**src/rtl/sweep_sequencer.sv**
```systemverilog
// Frequency-sweep sequencer: tunes the synthesizer to each point, waits for lock
// and settle, triggers a capture, then hands the result to the host before moving on.
module sweep_sequencer #(
   parameter int PNT_W       = 12,
   parameter int SETTLE_W    = 16,
   parameter int ACK_TIMEOUT = 65535
) (
   input  logic                clk,
   input  logic                rst,
   input  logic                start,
   input  logic                abort,
   input  logic [PNT_W-1:0]    cfg_points,
   input  logic [SETTLE_W-1:0] cfg_settle,
   output logic                synth_req,
   output logic [PNT_W-1:0]    synth_idx,
   input  logic                synth_ack,
   output logic                conv_start,
   input  logic                conv_done,
   output logic                rd_req,
   input  logic                rd_ack,
   output logic                busy,
   output logic [PNT_W-1:0]    point_idx,
   output logic                sweep_done,
   output logic                err_timeout
);

   localparam int TO_W = $clog2(ACK_TIMEOUT + 1);
   localparam logic [TO_W-1:0] TO_LAST = TO_W'(ACK_TIMEOUT - 1);

   typedef enum logic [2:0] {
      S_IDLE      = 3'd0,
      S_TUNE      = 3'd1,
      S_SETTLE    = 3'd2,
      S_CONV      = 3'd3,
      S_WAIT_CONV = 3'd4,
      S_READOUT   = 3'd5,
      S_NEXT      = 3'd6,
      S_DONE      = 3'd7
   } state_t;

   state_t              state_q, state_d;
   logic [PNT_W-1:0]    points_q, points_d;
   logic [SETTLE_W-1:0] settle_q, settle_d;
   logic [SETTLE_W-1:0] settle_cnt_q, settle_cnt_d;
   logic [PNT_W-1:0]    point_idx_q, point_idx_d;
   logic [TO_W-1:0]     ack_cnt_q, ack_cnt_d;
   logic                conv_first_q, conv_first_d;
   logic                err_timeout_q, err_timeout_d;
   logic                busy_q, busy_d;
   logic                synth_req_q, synth_req_d;
   logic [PNT_W-1:0]    synth_idx_q, synth_idx_d;
   logic                conv_start_q, conv_start_d;
   logic                rd_req_q, rd_req_d;
   logic                sweep_done_q, sweep_done_d;
   logic                abort_hit_s;
   logic [PNT_W:0]      idx_inc_s;

   assign abort_hit_s = abort && (state_q != S_IDLE);
   assign idx_inc_s   = {1'b0, point_idx_q} + (PNT_W + 1)'(1);

   // Next-state and datapath updates; abort overrides every in-sweep event.
   always_comb begin
      state_d       = state_q;
      points_d      = points_q;
      settle_d      = settle_q;
      settle_cnt_d  = settle_cnt_q;
      point_idx_d   = point_idx_q;
      ack_cnt_d     = ack_cnt_q;
      conv_first_d  = conv_first_q;
      err_timeout_d = err_timeout_q;
      if (abort_hit_s) begin
         state_d = S_IDLE;
      end else begin
         case (state_q)
            S_IDLE: begin
               if (start && !abort) begin
                  state_d       = S_TUNE;
                  points_d      = (cfg_points == '0) ? PNT_W'(1) : cfg_points;
                  settle_d      = cfg_settle;
                  point_idx_d   = '0;
                  ack_cnt_d     = '0;
                  err_timeout_d = 1'b0;
               end else begin
                  state_d = S_IDLE;
               end
            end
            S_TUNE: begin
               if (synth_ack) begin
                  if (settle_q == '0) begin
                     state_d = S_CONV;
                  end else begin
                     state_d      = S_SETTLE;
                     settle_cnt_d = settle_q - SETTLE_W'(1);
                  end
               end else if (ack_cnt_q == TO_LAST) begin
                  state_d       = S_IDLE;
                  err_timeout_d = 1'b1;
               end else begin
                  ack_cnt_d = ack_cnt_q + TO_W'(1);
               end
            end
            S_SETTLE: begin
               if (settle_cnt_q == '0) begin
                  state_d = S_CONV;
               end else begin
                  settle_cnt_d = settle_cnt_q - SETTLE_W'(1);
               end
            end
            S_CONV: begin
               state_d      = S_WAIT_CONV;
               conv_first_d = 1'b1;
            end
            // The capture block's done flag is stale for one cycle after conv_start.
            S_WAIT_CONV: begin
               if (conv_first_q) begin
                  conv_first_d = 1'b0;
               end else if (conv_done) begin
                  state_d = S_READOUT;
               end else begin
                  state_d = S_WAIT_CONV;
               end
            end
            S_READOUT: begin
               if (rd_ack) begin
                  state_d = S_NEXT;
               end else begin
                  state_d = S_READOUT;
               end
            end
            S_NEXT: begin
               if (idx_inc_s == {1'b0, points_q}) begin
                  state_d = S_DONE;
               end else begin
                  state_d     = S_TUNE;
                  point_idx_d = idx_inc_s[PNT_W-1:0];
                  ack_cnt_d   = '0;
               end
            end
            S_DONE: begin
               state_d = S_IDLE;
            end
            default: begin
               state_d = S_IDLE;
            end
         endcase
      end
      busy_d       = (state_d != S_IDLE);
      synth_req_d  = (state_d == S_TUNE);
      conv_start_d = (state_d == S_CONV);
      rd_req_d     = (state_d == S_READOUT);
      sweep_done_d = (state_d == S_DONE);
      synth_idx_d  = point_idx_d;
   end

   // State, datapath and registered-output flops with synchronous reset.
   always_ff @(posedge clk) begin
      if (rst) begin
         state_q       <= S_IDLE;
         points_q      <= PNT_W'(1);
         settle_q      <= '0;
         settle_cnt_q  <= '0;
         point_idx_q   <= '0;
         ack_cnt_q     <= '0;
         conv_first_q  <= 1'b0;
         err_timeout_q <= 1'b0;
         busy_q        <= 1'b0;
         synth_req_q   <= 1'b0;
         synth_idx_q   <= '0;
         conv_start_q  <= 1'b0;
         rd_req_q      <= 1'b0;
         sweep_done_q  <= 1'b0;
      end else begin
         state_q       <= state_d;
         points_q      <= points_d;
         settle_q      <= settle_d;
         settle_cnt_q  <= settle_cnt_d;
         point_idx_q   <= point_idx_d;
         ack_cnt_q     <= ack_cnt_d;
         conv_first_q  <= conv_first_d;
         err_timeout_q <= err_timeout_d;
         busy_q        <= busy_d;
         synth_req_q   <= synth_req_d;
         synth_idx_q   <= synth_idx_d;
         conv_start_q  <= conv_start_d;
         rd_req_q      <= rd_req_d;
         sweep_done_q  <= sweep_done_d;
      end
   end

   assign busy        = busy_q;
   assign synth_req   = synth_req_q;
   assign synth_idx   = synth_idx_q;
   assign conv_start  = conv_start_q;
   assign rd_req      = rd_req_q;
   assign sweep_done  = sweep_done_q;
   assign err_timeout = err_timeout_q;
   assign point_idx   = point_idx_q;

endmodule

```
**config.mk**
```make
export PLATFORM = sky130hd
export DESIGN_NAME = sweep_sequencer
export DESIGN_NICKNAME = d
export VERILOG_FILES = /design/src/rtl/sweep_sequencer.sv
export SDC_FILE = /design/constraint.sdc
export NUM_CORES = 1
export LEC_CHECK = 0
export BUFFER_PORTS_ARGS = -buffer_cell sky130_fd_sc_hd__buf_2
export CAP_MARGIN = 40
export CORE_MARGIN = 8
export CORE_UTILIZATION = 58
export DETAILED_ROUTE_END_ITERATION = 8
export PLACE_DENSITY = 0.84
export RECOVER_POWER = 25
export SYNTH_ARGS = -nofsm -noshare
export SYNTH_HDL_FRONTEND = slang
export SYNTH_SLANG_ARGS = --single-unit
```
**constraint.sdc**
```tcl
create_clock -name clk -period 3.2 [get_ports clk]
set_input_delay 0.48 -clock clk [delete_from_list [all_inputs] [get_ports clk]]
set_output_delay 0.48 -clock clk [all_outputs]
set_load 0.02 [all_outputs]
```
## Yosys cells after proc, flatten, opt, wreduce, memory -nomap -nowiden

Cells that the tools add are included.

| cells by class | value |
|---|---|
| add/subtract/negate cells | 4 |
| reductions and logical operators | 20 |
| bitwise gates (word level) | 1 |
| muxes and demuxes | 29 |
| equal/unequal tests | 21 |

Operators by type and width:

| cell | number |
|---|---|
| $mux 16 | 7 |
| $pmux 16 s3 | 1 |
| $mux 12 | 3 |
| $logic_not 16->1 | 2 |
| $pmux 16 s2 | 1 |
| $sub 16x1->16 const B | 2 |
| $pmux 12 s2 | 1 |
| $pmux 3 s8 | 1 |
| $eq 3x3->1 const B | 6 |
| $mux 3 | 6 |
| $add 16x1->16 const B | 1 |
| $eq 16x16->1 const B | 1 |
| $ne 2x2->1 const B | 8 |
| $add 12x1->13 const B | 1 |
| $eq 13x12->1 | 1 |
| $logic_not 12->1 | 1 |
| $reduce_and 5->1 | 2 |
| $eq 3x2->1 const B | 3 |
| $reduce_bool 3->1 | 3 |
| $reduce_bool 2->1 | 4 |
| $eq 3x1->1 const B | 2 |
| $mux 1 | 6 |
| $reduce_and 6->1 | 1 |
| $pmux 1 s2 | 2 |
| other kinds (8) | 9 |

| word-level totals | value |
|---|---|
| word-level logic and storage cells | 88 |
| flip-flop bits (word level) | 82 |
| output and inout bits | 30 |
| input port bits | 35 |

## Depth between registers and ports, before layout

| depth | value |
|---|---|
| depth after elaboration | 6 |
| gate-level depth with buffers | 11 |
| mapped depth without buffers | 9 |

## Least setup slack after synthesis

OpenSTA, ideal clock, no wires.

| timing | value |
|---|---|
| path kind | reg2reg |
| start | register synth_idx[0] (netlist name) |
| end | register state_q[2] |
| slack | 0.135 ns |
| data required time | 3.088 ns |
| period minus slack after synthesis | 3.065 ns |
| buffers on the path | 0 |
| stages on the path, launching flop included | 8 |
| arrival | 2.953 ns |
| path through | dfxtp_1 -> ha_1 -> nand3_2 -> o21a_1 -> or4b_2 -> or4b_1 -> o211a_1 -> a2111oi_1 |

RTL lines:

| what | RTL line | text |
|---|---|---|
| end signal: assignment | 173 | `state_q <= state_d;` |
| end: declaration | 41 | `state_t state_q, state_d;` |

==> flow_summary.ini <==
[global_routing]
grt_max_degree = 45
grt_first_pass_wirelength_um = 20300
antenna_found_initial = 0
grt_pass1_vias = 4232
grt_use_total = 0.212
grt_overflow = 0

[cells_and_area]
fin_cells = 754
multi_input_area_sq_um = 2840
final_util = 0.648
fill_cells = 709
final_cell_mix = 85 x nand2_1, 82 x dfxtp_1, 65 x a21oi_1
regArea_sq_um = 1640
layout-drive-gt1-share = 0.136
final_nets = 683
diodes = 0
synthToLayoutAreaGrowth_pct = 10.1
layout_commonest_cell = nand2_1

[floorplan]
start_util = 0.589
rows = 33
io_pins = 65
die_y_um = 107
dieWidth_um = 107
core-area_sq_um = 8090
die-area_sq_um = 11400

[route]
detail-route-antenna-nets = 0
wirelength_um = 12300
wire_per_inst_um = 16.4
drt_iter0_drc = 464
dr_total_vias = 4717
drc = 0
drt_pass1_iterations = 5
vias_per_cell = 6.26

[synthesis]
synth_area_sq_um = 4760
synth-async-reset-ratio = 0
synthTopCellsByArea = dfxtp_1 34%, a21oi_1 6.8%, nand2_1 6.7%
yosys_warnings = 0
synth.distinct_cells = 71
netlist_instances = 611
synthDominantCellAreaShare = 0.345
synth_edf_count = 0
synth_nets = 650
syn_avg_cell_area_sq_um = 7.80
ys.flop_type = dfxtp_1
seq_area_frac_synth = 0.345
synth_top_area_cell = dfxtp_1
ys_seq_elements = 82

[timing]
hold_viol = 0
rsz0062_at_grt = no
finalSetupTns_ns = 0
slew_violations = 0
final.period_utilization = 0.952
finalSetupViolCount = 0
min_period_ns = 3.05
relSlewSlack = 0.406
max_freq_mhz = 328
worst_clock_skew_ns = 0.0135
fin_ws_ns = 0.153
worst_pin_slew_ns = 0.891

[worst_setup_path]
crit_type = reg -> reg
critPathRequiredTime_ns = 3.47
critPathMaxFanout = 16
cp-end-kind = register
start_kind = register
crit_arrival_ns = 3.32
rrSetupSlack_ns = 0.15

[clock_network]
cts_resized = 0
ctsHoldBuffers = 0
htreeDepth = 3
cts.clk_slew.worst_paths_ns = 0.09
clockBufferDepth = 2
cts_tree = yes
cts_sinks = 82
cts_setup_buffers = 0
insertion_delay_ns = 0.37
clockRootBuffer = clkbuf_8
cts-buffers-inserted = 9

[power]
ir_drop_mv = 0.318
static-leakage-power_uw = 0.00191
powerDensity_nw_per_um2 = 405

[place]
portBuffers = 64
dp_cells = 738
hpwl_um = 8660
place_ws_ns = 0.0918
place.gp.congestion = 0.928

[outcome]
status = complete, no violations

[job]
drv_cap = 0

[min_path]
hold_class = in -> reg
area by class of cell:
type / instances / share of cell area
multi-input cells: 461 / 0.541
inverters: 13 / 0.00930
flip-flops and latches: 82 / 0.313
clock buffers: 11 / 0.0289
clock inverters: 5 / 0.00811
well taps: 105 / 0.0250
repair buffers: 77 / 0.0751
cell families (layout without fill, tap and decap cells):
| kind of cell | after synthesis | after routing | share of synthesized area |
|---|---|---|---|
| xor gates and xnor gates | 17 | 17 | 0.0341 |
| muxes | 15 | 15 | 0.0326 |
| and+or+nand+nor | 243 | 243 | 0.262 |
| buffers and inverters | 68 | 106 | 0.0654 |
| AOI/OAI and AO/OA | 182 | 182 | 0.251 |
| adders and majority gates | 4 | 4 | 0.0105 |
| DFF | 82 | 82 | 0.345 |
worst max-delay path, cell delays in order (launching register included):
cell and delay (ns):
dfxtp_1 0.35, ha_1 0.25, nand3_2 0.18, o21a_1 0.22, or4b_2 0.72, nor4_4 0.30
a21oi_1 0.18, o221a_2 0.40, a311oi_1 0.35
per-stage QoR:
stage          hold WS (ns)  instance area (sq um)  total power [uW]
2_1_floorplan         0.436                   4760              1300
3_3_place_gp          0.447                   5050              1380
6_report              0.341                   5250              2120
4_1_cts               0.329                   5270              2120
3_5_place_dp          0.464                   5070              1390
5_1_grt               0.324                   5250              2220
where the power goes:
group | switching (uW) | leakage, uW | internal [uW]
sequential | 34.8 | 0.000665 | 1050
clock | 410 | 0.000102 | 336
combinational | 174 | 0.00114 | 119
cells in the mapped netlist (all sizes together) (2+ instances only):
library cell / count
o21a: 7
ha: 4
or3: 11
nor4: 6
buf: 22
o211a: 3
mux2: 4
nor2b: 5
nand3b: 3
o311ai: 3
dfxtp: 82
inv: 13
mux2i: 11
a22oi: 2
a21oi: 65
xnor2: 10
a21o: 4
o2111ai: 3
nand2b: 6
nor3: 28
o21ai: 34
nand2: 85
a2111oi: 2
o311a: 4
or2: 3
nand4: 5
a211oi: 6
clkbuf: 33
nand3: 29
and4: 4
o211ai: 5
o31ai: 3
a32oi: 3
nor2: 27
and3: 9
a211o: 2
or4b: 2
o31a: 4
and2: 4
or4: 6
a31oi: 10
xor2: 6
nand4b: 4
a311oi: 12
nor4b: 2
registers in the layout, summed over array words and instances (netlist names), 3 cells and up:
| name | cells |
|---|---|
| synth_idx | 12 |
| settle_cnt_q | 16 |
| points_q | 12 |
| ack_cnt_q | 16 |
| settle_q | 16 |
| state_q | 3 |
final timing paths:
| check | endpoint | cells past startpoint | from |
|---|---|---|---|
| hold / removal | settle_q[11]$_SDFFE_PP0P_ | 3 | cfg_settle[11] |
| setup reg to reg | ack_cnt_q[12]$_SDFFE_PP0P_ | 8 | synth_idx[0]$_SDFFE_PP0P_ |
| setup / recovery | ack_cnt_q[12]$_SDFFE_PP0P_ | 8 | synth_idx[0]$_SDFFE_PP0P_ |
| hold reg to reg | settle_q[11]$_SDFFE_PP0P_ | 2 | settle_q[11]$_SDFFE_PP0P_ |
metal layers:
layer	up-vias	GRT usage	share of wire
met3	15	0.0516	0.092
met4	0	0.0653	0.0075
met5	-	0	0
li1	2302	-	-
met1	2177	0.292	0.44
met2	223	0.320	0.46
Note: power is estimated with default switching activity, not from simulation.
